[config.mk]
export PLATFORM = sky130hd
export DESIGN_NAME = pipe_skid_stage
export DESIGN_NICKNAME = d
export VERILOG_FILES = /design/src/rtl/pipe_skid_stage.sv
export SDC_FILE = /design/constraint.sdc
export NUM_CORES = 1
export LEC_CHECK = 0
export CAP_MARGIN = 25
export CORE_ASPECT_RATIO = 0.8
export CORE_MARGIN = 5
export CORE_UTILIZATION = 44
export CTS_CLUSTER_SIZE = 14
export DETAILED_ROUTE_END_ITERATION = 8
export GPL_TIMING_DRIVEN = 0
export PLACE_DENSITY = 0.76
export SLEW_MARGIN = 10
export SYNTH_ARGS = -nofsm -noshare
export SYNTH_HDL_FRONTEND = slang
export SYNTH_SLANG_ARGS = --single-unit
[constraint.sdc]
create_clock -name clk -period 1.7 [get_ports clk]
set_input_delay 0.51 -clock clk [delete_from_list [all_inputs] [get_ports clk]]
set_output_delay 0.51 -clock clk [all_outputs]
set_load 0.05 [all_outputs]
[src/rtl/pipe_skid_stage.sv]
// Generic inter-stage pipeline register with valid/ready handshake and a two-entry skid buffer.
// Optional stall counter enabled by defining PIPE_SKID_STALL_CNT_EN.
module pipe_skid_stage #(
    parameter int DATA_W     = 16,
    parameter int NUM_FIELDS = 3,
    parameter int PKT_W      = 32
) (
    input  logic                         clk,
    input  logic                         reset,
    input  logic                         in_valid,
    output logic                         in_ready,
    input  logic [PKT_W-1:0]             in_pkt,
    input  logic [NUM_FIELDS*DATA_W-1:0] in_data,
    input  logic                         flush,
    input  logic                         bubble,
    output logic                         out_valid,
    input  logic                         out_ready,
    output logic [PKT_W-1:0]             out_pkt,
    output logic [NUM_FIELDS*DATA_W-1:0] out_data,
    output logic [15:0]                  stall_cycles
);

    localparam int DW_ALL = NUM_FIELDS * DATA_W;

    typedef enum logic [1:0] {
        ST_EMPTY = 2'd0,
        ST_ONE   = 2'd1,
        ST_FULL  = 2'd2
    } state_t;

    state_t              state_q, state_d;
    logic [PKT_W-1:0]    main_pkt_q, main_pkt_d;
    logic [DW_ALL-1:0]   main_data_q, main_data_d;
    logic [PKT_W-1:0]    skid_pkt_q, skid_pkt_d;
    logic [DW_ALL-1:0]   skid_data_q, skid_data_d;
    logic                enq_s;
    logic                deq_s;

    // in_ready depends only on registered state, so no path from out_ready reaches upstream.
    assign in_ready  = (state_q != ST_FULL);
    assign out_valid = (state_q != ST_EMPTY) && !bubble;
    assign out_pkt   = out_valid ? main_pkt_q  : {PKT_W{1'b0}};
    assign out_data  = out_valid ? main_data_q : {DW_ALL{1'b0}};
    assign enq_s     = in_valid && in_ready;
    assign deq_s     = out_valid && out_ready;

    // Next-state and entry update for the occupancy FSM.
    always_comb begin
        state_d     = state_q;
        main_pkt_d  = main_pkt_q;
        main_data_d = main_data_q;
        skid_pkt_d  = skid_pkt_q;
        skid_data_d = skid_data_q;
        if (flush) begin
            state_d     = ST_EMPTY;
            main_pkt_d  = {PKT_W{1'b0}};
            main_data_d = {DW_ALL{1'b0}};
            skid_pkt_d  = {PKT_W{1'b0}};
            skid_data_d = {DW_ALL{1'b0}};
        end else begin
            case (state_q)
                ST_EMPTY: begin
                    if (enq_s) begin
                        main_pkt_d  = in_pkt;
                        main_data_d = in_data;
                        state_d     = ST_ONE;
                    end else begin
                        state_d = ST_EMPTY;
                    end
                end
                ST_ONE: begin
                    if (enq_s && deq_s) begin
                        main_pkt_d  = in_pkt;
                        main_data_d = in_data;
                    end else if (enq_s) begin
                        skid_pkt_d  = in_pkt;
                        skid_data_d = in_data;
                        state_d     = ST_FULL;
                    end else if (deq_s) begin
                        state_d = ST_EMPTY;
                    end else begin
                        state_d = ST_ONE;
                    end
                end
                ST_FULL: begin
                    if (deq_s) begin
                        main_pkt_d  = skid_pkt_q;
                        main_data_d = skid_data_q;
                        state_d     = ST_ONE;
                    end else begin
                        state_d = ST_FULL;
                    end
                end
                default: begin
                    state_d = ST_EMPTY;
                end
            endcase
        end
    end

    // State and entry registers; reset outranks flush and transfers.
    always_ff @(posedge clk) begin
        if (reset) begin
            state_q     <= ST_EMPTY;
            main_pkt_q  <= {PKT_W{1'b0}};
            main_data_q <= {DW_ALL{1'b0}};
            skid_pkt_q  <= {PKT_W{1'b0}};
            skid_data_q <= {DW_ALL{1'b0}};
        end else begin
            state_q     <= state_d;
            main_pkt_q  <= main_pkt_d;
            main_data_q <= main_data_d;
            skid_pkt_q  <= skid_pkt_d;
            skid_data_q <= skid_data_d;
        end
    end

`ifdef PIPE_SKID_STALL_CNT_EN
    logic [15:0] stall_q, stall_d;

    // Saturating count of cycles where a held, unmasked entry is refused downstream.
    always_comb begin
        if (flush) begin
            stall_d = 16'h0000;
        end else if ((state_q != ST_EMPTY) && !bubble && !out_ready && (stall_q != 16'hFFFF)) begin
            stall_d = stall_q + 16'h0001;
        end else begin
            stall_d = stall_q;
        end
    end

    // Stall counter register.
    always_ff @(posedge clk) begin
        if (reset) begin
            stall_q <= 16'h0000;
        end else begin
            stall_q <= stall_d;
        end
    end

    assign stall_cycles = stall_q;
`else
    assign stall_cycles = 16'h0000;
`endif

endmodule

==> results.md, run 1 <==
- The clock tree synthesis step divided the H-tree into 4 levels.
- Including well taps, the total number of placed cells is 1225.
- In this run the critical register-to-register path is launched from state_q[1].
- Of the synthesized area, sequential elements account for 46.2%.
- The count of vias placed by the detailed router is roughly 6600.
- For this configuration, the core starts out at a cell density of 44.7%.
- The count of cells in the finished layout, fillers not included, comes to between 1000 and 1500.
- The number of buffers on the longest clock path is 2.
- The detailed-placement wirelength estimate is ~14 mm.
- In the final layout, the share of cells above drive strength 1 is 30.8%.
- The area of the die is between 15000 and 20000 um^2.
- Across all hold checks on the routed design, the worst slack comes to 451 ps.
- The post-layout minimum cycle time is around 2100 ps.
- Setup repair after global routing could not meet its margin everywhere.
- The final reports fail on negative setup slack.
- The number of synthesized flops with an enable pin is 0.
- The endpoint arrival time on the critical path is about 1600 ps.
- The finished cells cover around 11000 um^2.
- The share of power burned in registers is roughly 43%.
- Adding up every negative setup slack in the final design gives -38790 ps.
- The setup slack after placement is -1700 ps.
- The flop-to-flop setup slack is -160 ps.
- The setup slack of the critical path after layout is -432 ps.
- The overall routed net length is approximately 22 mm.
- In this run the standard cell core region covers between 15000 and 20000 um^2.
- The overall die height is 123 um.
- In the routed layout, each cell is associated on average with a via count of 5.10.
- The startpoint of the lowest-slack hold path is skid_data_q[9].
- The flow ran to the end, but the final reports show violations.
- The count of mapped cells out of synthesis is approximately 830.
- Setup violations remaining at the end of the flow were counted as between 100 and 150.
- The critical path is of the in -> out type.
- The floorplan has ~40 rows.
- The overall overflow remaining after global route is 0.
- The largest net degree at the start of global routing is 17.
- The max-slew violation count is 0.
- Summing all placed instances gives a cell area of around 9100 um^2.
- Net switching is about 24% of the power.
- The kind of capture point of the worst setup path is a primary output.
- CTS saw around 160 sinks.
- The clock insertion delay at the later pin of the skew report is 420 ps.
- For hold timing, the worst endpoint is skid_data_q[9].
- After layout, the worst path uses 125% of the clock period.
- For the worst setup path, the data required time is roughly 1200 ps.
- The number of different library cells used by synthesis comes to 24.
- The remaining antenna violation count after routing is 0.
- In the global route stage, overall resource usage came out at about a fifth.
- The number of iterations in the first detailed-routing pass is 7.
- The achievable frequency is roughly 0.47 GHz.
- In this run, the clock network consumes 41.9% of the power.
- VDD sags by at most roughly 0.7 mV.
- The post-synthesis to final-layout area growth is 59.9%.
- Cell internal power was estimated by the tool at 7070 uW.
- The cell sitting at the root of the clock tree is a sky130_fd_sc_hd__clkbuf_16.
- The tool flagged a number of max-cap violations equal to 0.
- The first routing iteration left between 300 and 400 violations.
- The combinational share of power is between 10% and 20%.
- The number of hold buffers added after CTS is 0.
- After synthesis the netlist holds a flip-flop and latch count of about 160.
- The global-route wire length before repair is 30.8 mm.
- Of all nets on the critical path, the largest fanout is 6.
- The number of input and output port buffers inserted is ~170.
- The die is 151 um wide.
- Clock skew on the completed layout was measured at ~6.8 ps.
- The initial antenna violation count is 1.
- The total count of hold-check failures in the final report is 0.
- Dividing total power by cell area gives a power density of 829 nW/um^2.
- Along the worst hold path, the cell count comes to 2.
- The dominant register cell in the synthesized netlist is sky130_fd_sc_hd__dfxtp_1.
- The static leakage power is approximately 0.005 uW.
- The relative max-transition margin is approximately three fifths.
- The share of synthesized flip-flops with an asynchronous set or reset is 0%.
- The mapped netlist covers ~7000 um^2.
- The number of I/O pins is ~180.
- The path class of the tightest hold or removal check is reg -> reg.
- In the final routed layout, each cell accounts on average for between 15 and 20 um.
- The endpoint of the most critical register-to-register path is main_pkt_q[7].
- The switching power of the nets is 2240 uW.
- The via count of the first global-routing pass is about 6000.
- Routability-driven placement finished with a final weighted congestion of slightly above 0.8.
- Yosys printed 0 warnings.
- The number of nets in the layout is approximately 1100.
- At the pin with the least slew margin, the transition time is about 590 ps.
- The cell count of the worst reg-to-reg path is 8.
- The DRC violation count after routing is 0.
- In this run the mean area of a mapped cell was 8.48 um^2.
- The CTS tree is yes.
- Clock tree synthesis inserted a total of 17 buffers.
- After clock tree synthesis, the clock-pin slew on the worst setup and hold paths is 50 ps.
- The worst setup path is launched from an input pin.
-- through the flow --
| step | utilization (%) | power (uW) |
|---|---|---|
| after floorplan | - | 4660 |
| after global placement | 58.2 | 5080 |
| after detailed placement | 58.2 | 5090 |
| final | 71.5 | 9310 |
| after global routing | 71.5 | 9640 |
| after CTS | 65.7 | 9060 |
-- worst max-delay path by stage --
stage                          start           to  depth (start not counted)
final                         bubble  out_pkt[29]                          6
after global routing      state_q[0]  out_pkt[22]                          6
after CTS                 state_q[1]  out_pkt[15]                          6
after global placement        bubble  out_data[4]                          5
after detailed placement      bubble  out_pkt[24]                          5
after floorplan               bubble  out_data[0]                          3
-- logic make-up (layout without fill, tap and decap cells) --
group,after synthesis,in the layout,share of synthesized area [%]
AO/OA/AOI/OAI,165,165,14.8
buffers and inverters,86,316,6.33
AND/OR/NAND/NOR,334,334,21.2
other,1,18,0.0534
multiplexers,80,80,11.4
flip-flops,162,162,46.2
-- what timing repair did --
item / CTS / global route
pin swaps: 22 / 43
gates resized for setup: 712 / 192
cloned: 3 / 12
buffers inserted: 4 / 21
setup endpoints to repair: 244 / 242
-- state kept, by name, indices dropped and copies added, names as in the netlist --
| signal | cells |
|---|---|
| main_data_q | 48 |
| skid_pkt_q | 32 |
| main_pkt_q | 32 |
| skid_data_q | 48 |
| state_q | 2 |
-- power by group through the flow --
stage / Clock (uW) / Sequential [uW] / Combinational, uW
4_1_cts: 3970 / 3970 / 1120
5_1_grt: 4120 / 3990 / 1520
3_3_place_gp: 0 / 4050 / 1030
3_5_place_dp: 0 / 4060 / 1030
2_1_floorplan: 0 / 4040 / 626
6_report: 3900 / 3980 / 1430
-- per-layer routing --
metal / part of all wire [%] / GRT usage (%) / vias up
li1: - / - / 3225
met1: 44 / 28.2 / 3150
met2: 49 / 34.2 / 189
met3: 5.2 / 5.68 / 19
met4: 1.1 / 6.00 / 0
met5: 0 / 0 / -
-- cell usage in the layout (no fill, tap or decap), types with 30 or more instances in the layout --
cell	instances
sky130_fd_sc_hd__and2_4	66
sky130_fd_sc_hd__buf_4	36
sky130_fd_sc_hd__clkbuf_16	30
sky130_fd_sc_hd__buf_8	82
sky130_fd_sc_hd__nor2_1	80
sky130_fd_sc_hd__clkdlybuf4s50_1	83
sky130_fd_sc_hd__dfxtp_1	160
sky130_fd_sc_hd__mux2i_1	76
sky130_fd_sc_hd__a211oi_1	62
sky130_fd_sc_hd__a21oi_1	81
sky130_fd_sc_hd__nand2_1	162
-- worst max-delay path: stages --
cell and delay [ps]:
sky130_fd_sc_hd__clkdlybuf4s15_1 260, sky130_fd_sc_hd__nor2_4 220, sky130_fd_sc_hd__buf_12 180, sky130_fd_sc_hd__clkbuf_16 160, sky130_fd_sc_hd__and2_4 150, sky130_fd_sc_hd__buf_8 140
-- area by class of cell --
| cell class | count | area [um^2] |
|---|---|---|
| Clock buffer | 26 | 499 |
| Antenna cell | 2 | 5.00 |
| Timing Repair Buffer | 206 | 2630 |
| Sequential cell | 162 | 3250 |
| Fill cell | 1127 | 4470 |
| Clock inverter | 4 | 97.6 |
| Multi-Input combinational cell | 595 | 3750 |
| Tap cell | 215 | 269 |
| Buffer | 80 | 731 |
-- synth_stat cells (all sizes together) (2+ instances only) --
cell,instances,share of area (%)
buf,43,4.0
and2,80,7.1
clkbuf,43,2.4
dfxtp,162,46
a211oi,81,8.7
nand2,162,8.7
nor2b,2,0.18
mux2i,80,11
nand2b,2,0.18
nor2,82,4.4
a21oi,81,5.8
No activity file was read; power rests on OpenSTA's default activity.
==> run 2, diff against run 1 <==
--- a/config.mk
+++ b/config.mk
@@ -12,7 +12,7 @@
 export CTS_CLUSTER_SIZE = 14
 export DETAILED_ROUTE_END_ITERATION = 8
 export GPL_TIMING_DRIVEN = 0
-export PLACE_DENSITY = 0.76
+export PLACE_DENSITY_LB_ADDON = 0.1
 export SLEW_MARGIN = 10
 export SYNTH_ARGS = -nofsm -noshare
 export SYNTH_HDL_FRONTEND = slang
==> results.md, run 2 (same netlist as run 1, synthesis figures left out) <==
- In this run the tool buffered the top-level ports with 167 buffer cells.
- Once layout is done, the placed cells without fillers occupy around 12000 um^2.
- The analysis attributes to cell leakage a power of between 0.005 and 0.006 uW.
- The clock passes through at most 2 buffers.
- The cell that appears most often on the critical path is sky130_fd_sc_hd__nor2_4.
- Once placement completed, the tool counted placed cells totaling about 1200.
- The area used by multi-input combinational logic is about 4300 um^2.
- By startpoint and endpoint, the worst setup path is classified as reg -> out.
- After detailed routing, the number of vias per cell comes to just over 5.
- The post-layout minimum cycle time is around 2100 ps.
- The total count of hold-check failures in the final report is 0.
- Setup slack on the critical path of the routed design comes to -447 ps.
- The type of origin of the critical path is a register.
- The endpoint arrival time on the critical path is around 1600 ps.
- Headroom to the max-slew limit came out at 48.8%.
- Leaving out fill and tap cells, the most frequent cell in the layout is sky130_fd_sc_hd__dfxtp_1.
- The number of iterations in the first detailed-routing pass is 5.
- In this run the count of I/O pins placed on the die edge is approximately 180.
- Setup repair after global routing could not meet its margin everywhere.
- The signal on the critical path passes through nor2_4 > nor2_4 > buf_12 > clkbuf_8 > and2_4 > buf_8.
- For this design the ratio of total power to cell area is about 800 nW/um^2.
- The number of filler cells placed in the layout is approximately 1000.
- Wires add up to between 20 and 25 mm.
- STA classifies the critical path endpoint as a primary output.
- The slew at the pin closest to its max-slew limit is approximately 770 ps.
- The placeable core area is approximately 16000 um^2.
- The delay of the slowest cell on the worst path is about 370 ps.
- The setup TNS is -65250 ps.
- The detailed-placement wirelength estimate is approximately 13 mm.
- After clock tree synthesis, the clock-pin slew on the worst setup and hold paths is 60 ps.
- Across the run, the number of max-cap violations was 0.
- In the final layout, the registers with the most flip-flops are main_data_q x48, skid_data_q x48.
- The design draws 9840 uW.
- Across all register-to-register paths, the minimum setup slack is -390 ps.
- Row generation in the floorplan step produced 41 rows.
- The largest net degree at the start of global routing is 17.
- The effective utilization at floorplan is between 40% and 50%.
- The max-slew violation count is 0.
- The ratio of final minimum period to clock period is 126%.
- The die is about 120 um tall.
- The repair_antennas step left the layout with diodes totalling 0.
- The number of nets in the layout is 1163.
- From synthesis to final layout, the design area changed by 73.4%.
- For the worst-skew pair, the clock arrives at the later sink with an insertion delay of about 430 ps.
- The flow ran to the end, but the final reports show violations.
- The initial antenna violation count was 0.
- The achievable frequency is between 0.4 and 0.5 GHz.
- The required arrival time at the worst endpoint is about 1200 ps.
- The top cell types in the final layout, fill and taps aside, are sky130_fd_sc_hd__dfxtp_1 (160), sky130_fd_sc_hd__nand2_1 (137), sky130_fd_sc_hd__buf_8 (95).
- The cell area after placement is about 9100 um^2.
- The H-tree was split into 4 levels.
- TritonCTS built the clock tree.
- Across the whole layout, storage elements account for 3250 um^2.
- Across the routed clock network, the largest skew measured is ~7.6 ps.
- The checks that failed: negative setup slack.
- The maximum resistive drop on vdd is approximately 0.80 mV.
- In the global route stage, overall resource usage came out at 22.2%.
- Setup violations remaining at the end of the flow were counted as 241.
- The largest driver fanout on the critical path is 9.
- The clock net in this run drives a total of between 150 and 200 sinks.
- The kind of cell adding the most delay to the critical path is buffers and inverters.
- For this run, the number of standard cells in the final layout without fillers is between 1000 and 1500.
- The type of the most critical hold path is reg -> reg.
- For this run, design rule violations remaining after detail routing come to 0.
- In the final routed layout, each cell accounts on average for approximately 18 um.
- The slowest stage of the critical path is the sky130_fd_sc_hd__dfxtp_4 cell.
- The count of vias placed by the detailed router is 6679.
- The floorplan step set the die width to 151 um.
- The overall overflow remaining after global route is 0.
- The remaining antenna violation count after routing is 0.
- For this design, the CTS-stage hold fixing added 0 buffers.
- The total CTS buffers is 17.
- At the end of routability-driven placement, the weighted congestion stood at roughly 0.74.
- The number of DRC violations after detailed-routing iteration 0 is approximately 380.
- The via count of the first global-routing pass was between 6000 and 7000.
- The area of the die is ~19000 um^2.
- The first global-routing pass estimated about 32 mm of wire.
- The number of buffers and inverters on the critical path is 3.
- The share of final-layout standard cells stronger than drive strength 1 is around 43%.
- The master cell of the clock root buffer is sky130_fd_sc_hd__clkbuf_16.
==> run 2: cell types whose count changed in the layout (fill, tap and decap cells not counted), sizes merged <==
cell	change
dlymetal6s2s	-1
clkinv	+7
buf	+19
clkinvlp	-1
diode	-2
bufinv	+2
dlygate4sd2	+2
clkdlybuf4s15	-1
clkbuf	-10
==> run 2: repair_timing <==
action / 4_1_cts / 5_1_grt
gates resized for setup: 847 / 236
pin swaps: 62 / 29
endpoints found under the setup margin: 244 / 242
cloned: 13 / 12
buffers inserted: 20 / 19
endpoints found under the hold margin: 0 / 0
==> run 2: cell type report <==
class                           count  share of cell area [%]
Buffer                             78                    6.89
Clock buffer                       20                    3.75
Clock inverter                     12                    1.52
Multi-Input combinational cell    595                    34.9
Sequential cell                   162                    26.7
Tap cell                          215                    2.21
Timing Repair Buffer              223                    24.0
==> run 2: per-layer routing <==
layer	wire, um	GRT usage, %	vias to the layer above
met2	11100	35.5	168
met4	559	6.68	0
met5	0	0	-
li1	-	-	3270
met3	1210	4.76	45
met1	10400	30.3	3196
==> run 2: stage by stage <==
| stage | setup slack, ps | hold slack [ps] | utilization, % |
|---|---|---|---|
| floorplan | -14.1 | 436 | - |
| global placement | -1700 | 440 | 58.2 |
| detailed placement | -1700 | 446 | 58.2 |
| CTS | -427 | 454 | 70.6 |
| global route | -475 | 473 | 77.5 |
| finish | -447 | 452 | 77.5 |
==> run 2: worst min-delay path: cells and delay by family (launching register included) <==
kind,cells,cell delay [ps]
simple gates,1,50
compound gates,1,50
flops,1,310
==> run 2: power breakdown <==
| group | switching, uW | internal, uW | total [uW] | leakage (uW) |
|---|---|---|---|---|
| Combinational | 851 | 799 | 1650 | 0.00361 |
| Clock | 1540 | 2670 | 4200 | 0.000323 |
| Sequential | 67.6 | 3910 | 3980 | 0.00132 |
| Total | 2460 | 7380 | 9840 | 0.00525 |
==> run 2: path summary, 6_finish.rpt <==
path / start / end / cells after the start
setup / recovery: state_q[0] / out_pkt[30] / 6
hold / removal: skid_pkt_q[13] / skid_pkt_q[13] / 2
setup reg to reg: state_q[1] / main_pkt_q[14] / 11
hold reg to reg: skid_pkt_q[13] / skid_pkt_q[13] / 2
==> run 3, diff against run 2 <==
--- a/config.mk
+++ b/config.mk
@@ -8,7 +8,8 @@
 export CAP_MARGIN = 25
 export CORE_ASPECT_RATIO = 0.8
 export CORE_MARGIN = 5
-export CORE_UTILIZATION = 44
+export CORE_UTILIZATION = 45
+export CTS_BUF_LIST = sky130_fd_sc_hd__clkbuf_4 sky130_fd_sc_hd__clkbuf_8
 export CTS_CLUSTER_SIZE = 14
 export DETAILED_ROUTE_END_ITERATION = 8
 export GPL_TIMING_DRIVEN = 0
==> results.md, run 3 (same netlist as run 1, synthesis figures left out) <==
- STA classifies the critical path startpoint as a register.
- The clock insertion delay at the later pin of the skew report is around 450 ps.
- TritonCTS built the clock tree.
- The total power of the final layout is 8850 uW.
- The overall die height is approximately 120 um.
- Cells with a size suffix above 1 make up ~37% of the layout.
- The overall routed net length is around 22 mm.
- Hold is met by 456 ps.
- In the routed layout, each cell is associated on average with a via count of roughly 5.0.
- Detailed placement ended at an HPWL of between 10 and 15 mm.
- For this design, the CTS-stage hold fixing added 0 buffers.
- The post-synthesis to final-layout area growth is 62.0%.
- The ratio of final minimum period to clock period is 127%.
- The first TritonRoute pass finished after 4 iterations.
- The max-slew violation count is 0.
- The weighted congestion reported at the end of routability-driven placement is 0.777.
- Static timing analysis puts the maximum clock frequency at 0.465 GHz.
- The cell with the largest stage delay on the worst path is sky130_fd_sc_hd__dfxtp_4.
- After global routing the overflow that remains totals 0.
- The relative max-transition margin is 51.0%.
- IR analysis of the VDD net gives a maximum drop of just under 0.5 mV.
- The largest driver fanout on the critical path is 10.
- The clock passes through at most 2 buffers.
- In this run the core area contains 40 standard-cell rows.
- The via count of the first global-routing pass was roughly 6200.
- The number of nets in the layout is ~1200.
- The global-route wire length before repair is approximately 32 mm.
- For the pin with the worst max-slew slack, the measured transition is about 730 ps.
- The largest net degree at the start of global routing is 17.
- The launch point of the worst reg-to-reg path is state_q[1].
- On the worst path, the slowest cell contributes a delay of between 300 and 400 ps.
- The tree built by TritonCTS fans out to between 150 and 200 sinks.
- The power density over the cells is 778 nW/um^2.
- The most numerous cell type found on the critical path is sky130_fd_sc_hd__nor2_4.
- The min-delay analysis places its worst path in the category reg -> reg.
- The total CTS buffers is 17.
- The kind of cell adding the most delay to the critical path is buffers and inverters.
- Leaving out fill and tap cells, the most frequent cell in the layout is sky130_fd_sc_hd__nand2_1.
- For this run, design rule violations remaining after detail routing come to 0.
- The post-layout minimum cycle time is 2150 ps.
- The flow ran to the end, but the final reports show violations.
- After clock tree synthesis, the clock-pin slew on the worst setup and hold paths is roughly 80 ps.
- The top cell types in the final layout, fill and taps aside, are sky130_fd_sc_hd__nand2_1 (162), sky130_fd_sc_hd__dfxtp_1 (160), sky130_fd_sc_hd__clkdlybuf4s50_1 (83).
- The total count of hold-check failures in the final report was 0.
- 0 antenna diodes ended up in the layout.
- The kind of capture point of the worst setup path is a primary output.
- The number of DRC violations after detailed-routing iteration 0 is between 400 and 500.
- The maximum level of the CTS H-tree is 4.
- The die extent in x is 150 um.
- In the final layout, the registers with the most flip-flops are main_data_q x48, skid_data_q x48.
- The effective utilization at floorplan is a little under half.
- Between clock sinks in the finished design, the worst skew comes to approximately 9.0 ps.
- STA puts the critical path data required time at 1190 ps.
- The area of the die is between 15000 and 20000 um^2.
- The setup slack of the critical path after layout is -451 ps.
- After detailed routing, the average wire length per cell comes to ~17 um.
- The number of I/O pins is 184.
- The detail route stage leaves a number of antenna-violating nets equal to 0.
- Setup repair after global routing could not meet its margin everywhere.
- The post-layout instance area is around 11000 um^2.
- For this run, the total global-route usage over all layers was measured as 22.4%.
- The checks that failed: negative setup slack.
- Together, buffers and inverters on the worst path number 3.
- The cell area after placement is between 9000 and 10000 um^2.
- The count of vias placed by the detailed router is 6483.
- The final number of setup-violating endpoints is 162.
- The critical path goes through nor2_4 > nor2_4 > buf_12 > buf_8 > and2_2 > buf_6.
- The startpoint of the lowest-slack hold path is skid_pkt_q[30].
- The total area inside the core boundary comes to 15200 um^2.
- Summed over all cells, the static leakage comes to 0.00490 uW.
- The master cell of the clock root buffer is sky130_fd_sc_hd__clkbuf_8.
- The number of max-cap violations is 0.
- The initial antenna violation count came to 0.
- The setup path with the least slack is of type reg -> out.
- The number of input and output port buffers inserted is 167.
- The endpoint arrival time on the critical path is roughly 1600 ps.
- The most critical setup path has its startpoint at state_q[1].
[run 3: changes by cell type in the layout (fill, tap and decap cells not counted), sizes merged]
cell	change
clkbuf	-9
clkinvlp	+2
clkinv	-3
[run 3: metrics by stage]
step                util [%]  setup TNS, ps  worst slack, ps  instances
global route            75.0         -52860             -503       1290
floorplan                  -           -990            -14.1        843
CTS                     72.4         -44180             -481       1280
global placement        60.3        -274790            -1640       1220
detailed placement      60.3        -275280            -1650       1220
finish                  75.0         -44620             -451       1290
[run 3: worst paths after layout]
| kind | end | slack, ps | cells past startpoint |
|---|---|---|---|
| worst max-delay path | out_data[4] | -450 | 6 |
| worst min-delay path | skid_pkt_q[30] | 460 | 2 |
| worst max register to register | main_data_q[0] | -180 | 9 |
| worst min register to register | skid_pkt_q[30] | 460 | 2 |
[run 3: cell type report]
cell class | count | area, um^2
Buffer | 78 | 714
Clock buffer | 20 | 263
Clock inverter | 11 | 185
Fill cell | 1091 | 3790
Multi-Input combinational cell | 595 | 4010
Sequential cell | 162 | 3250
Tap cell | 210 | 263
Timing Repair Buffer | 214 | 2680
[run 3: power by group]
group / leakage, uW / internal (uW) / switching, uW
logic: 0.00336 / 831 / 816
registers: 0.00132 / 3910 / 77.2
clock network: 0.000225 / 1800 / 1410
[run 3: metal layers]
| layer | vias up | GRT usage, % | share of wire (%) |
|---|---|---|---|
| met3 | 22 | 5.28 | 6.3 |
| met5 | - | 0 | 0 |
| met1 | 3029 | 31.3 | 46 |
| met2 | 188 | 35.3 | 46 |
| li1 | 3244 | - | - |
| met4 | 0 | 5.37 | 1.0 |
[run 3: repair_timing]
action / CTS / global route
endpoints found under the hold margin: 0 / 0
buffers inserted: 27 / 9
pin swaps: 71 / 21
endpoints found under the setup margin: 244 / 241
gates cloned: 9 / 7
resized for setup: 833 / 94
[run 3: tightest hold or removal path: cells and delay by family, from the launching register on]
| family | cells | cell delay (ps) |
|---|---|---|
| flops | 1 | 310 |
| compound gates | 1 | 50 |
| simple gates | 1 | 50 |
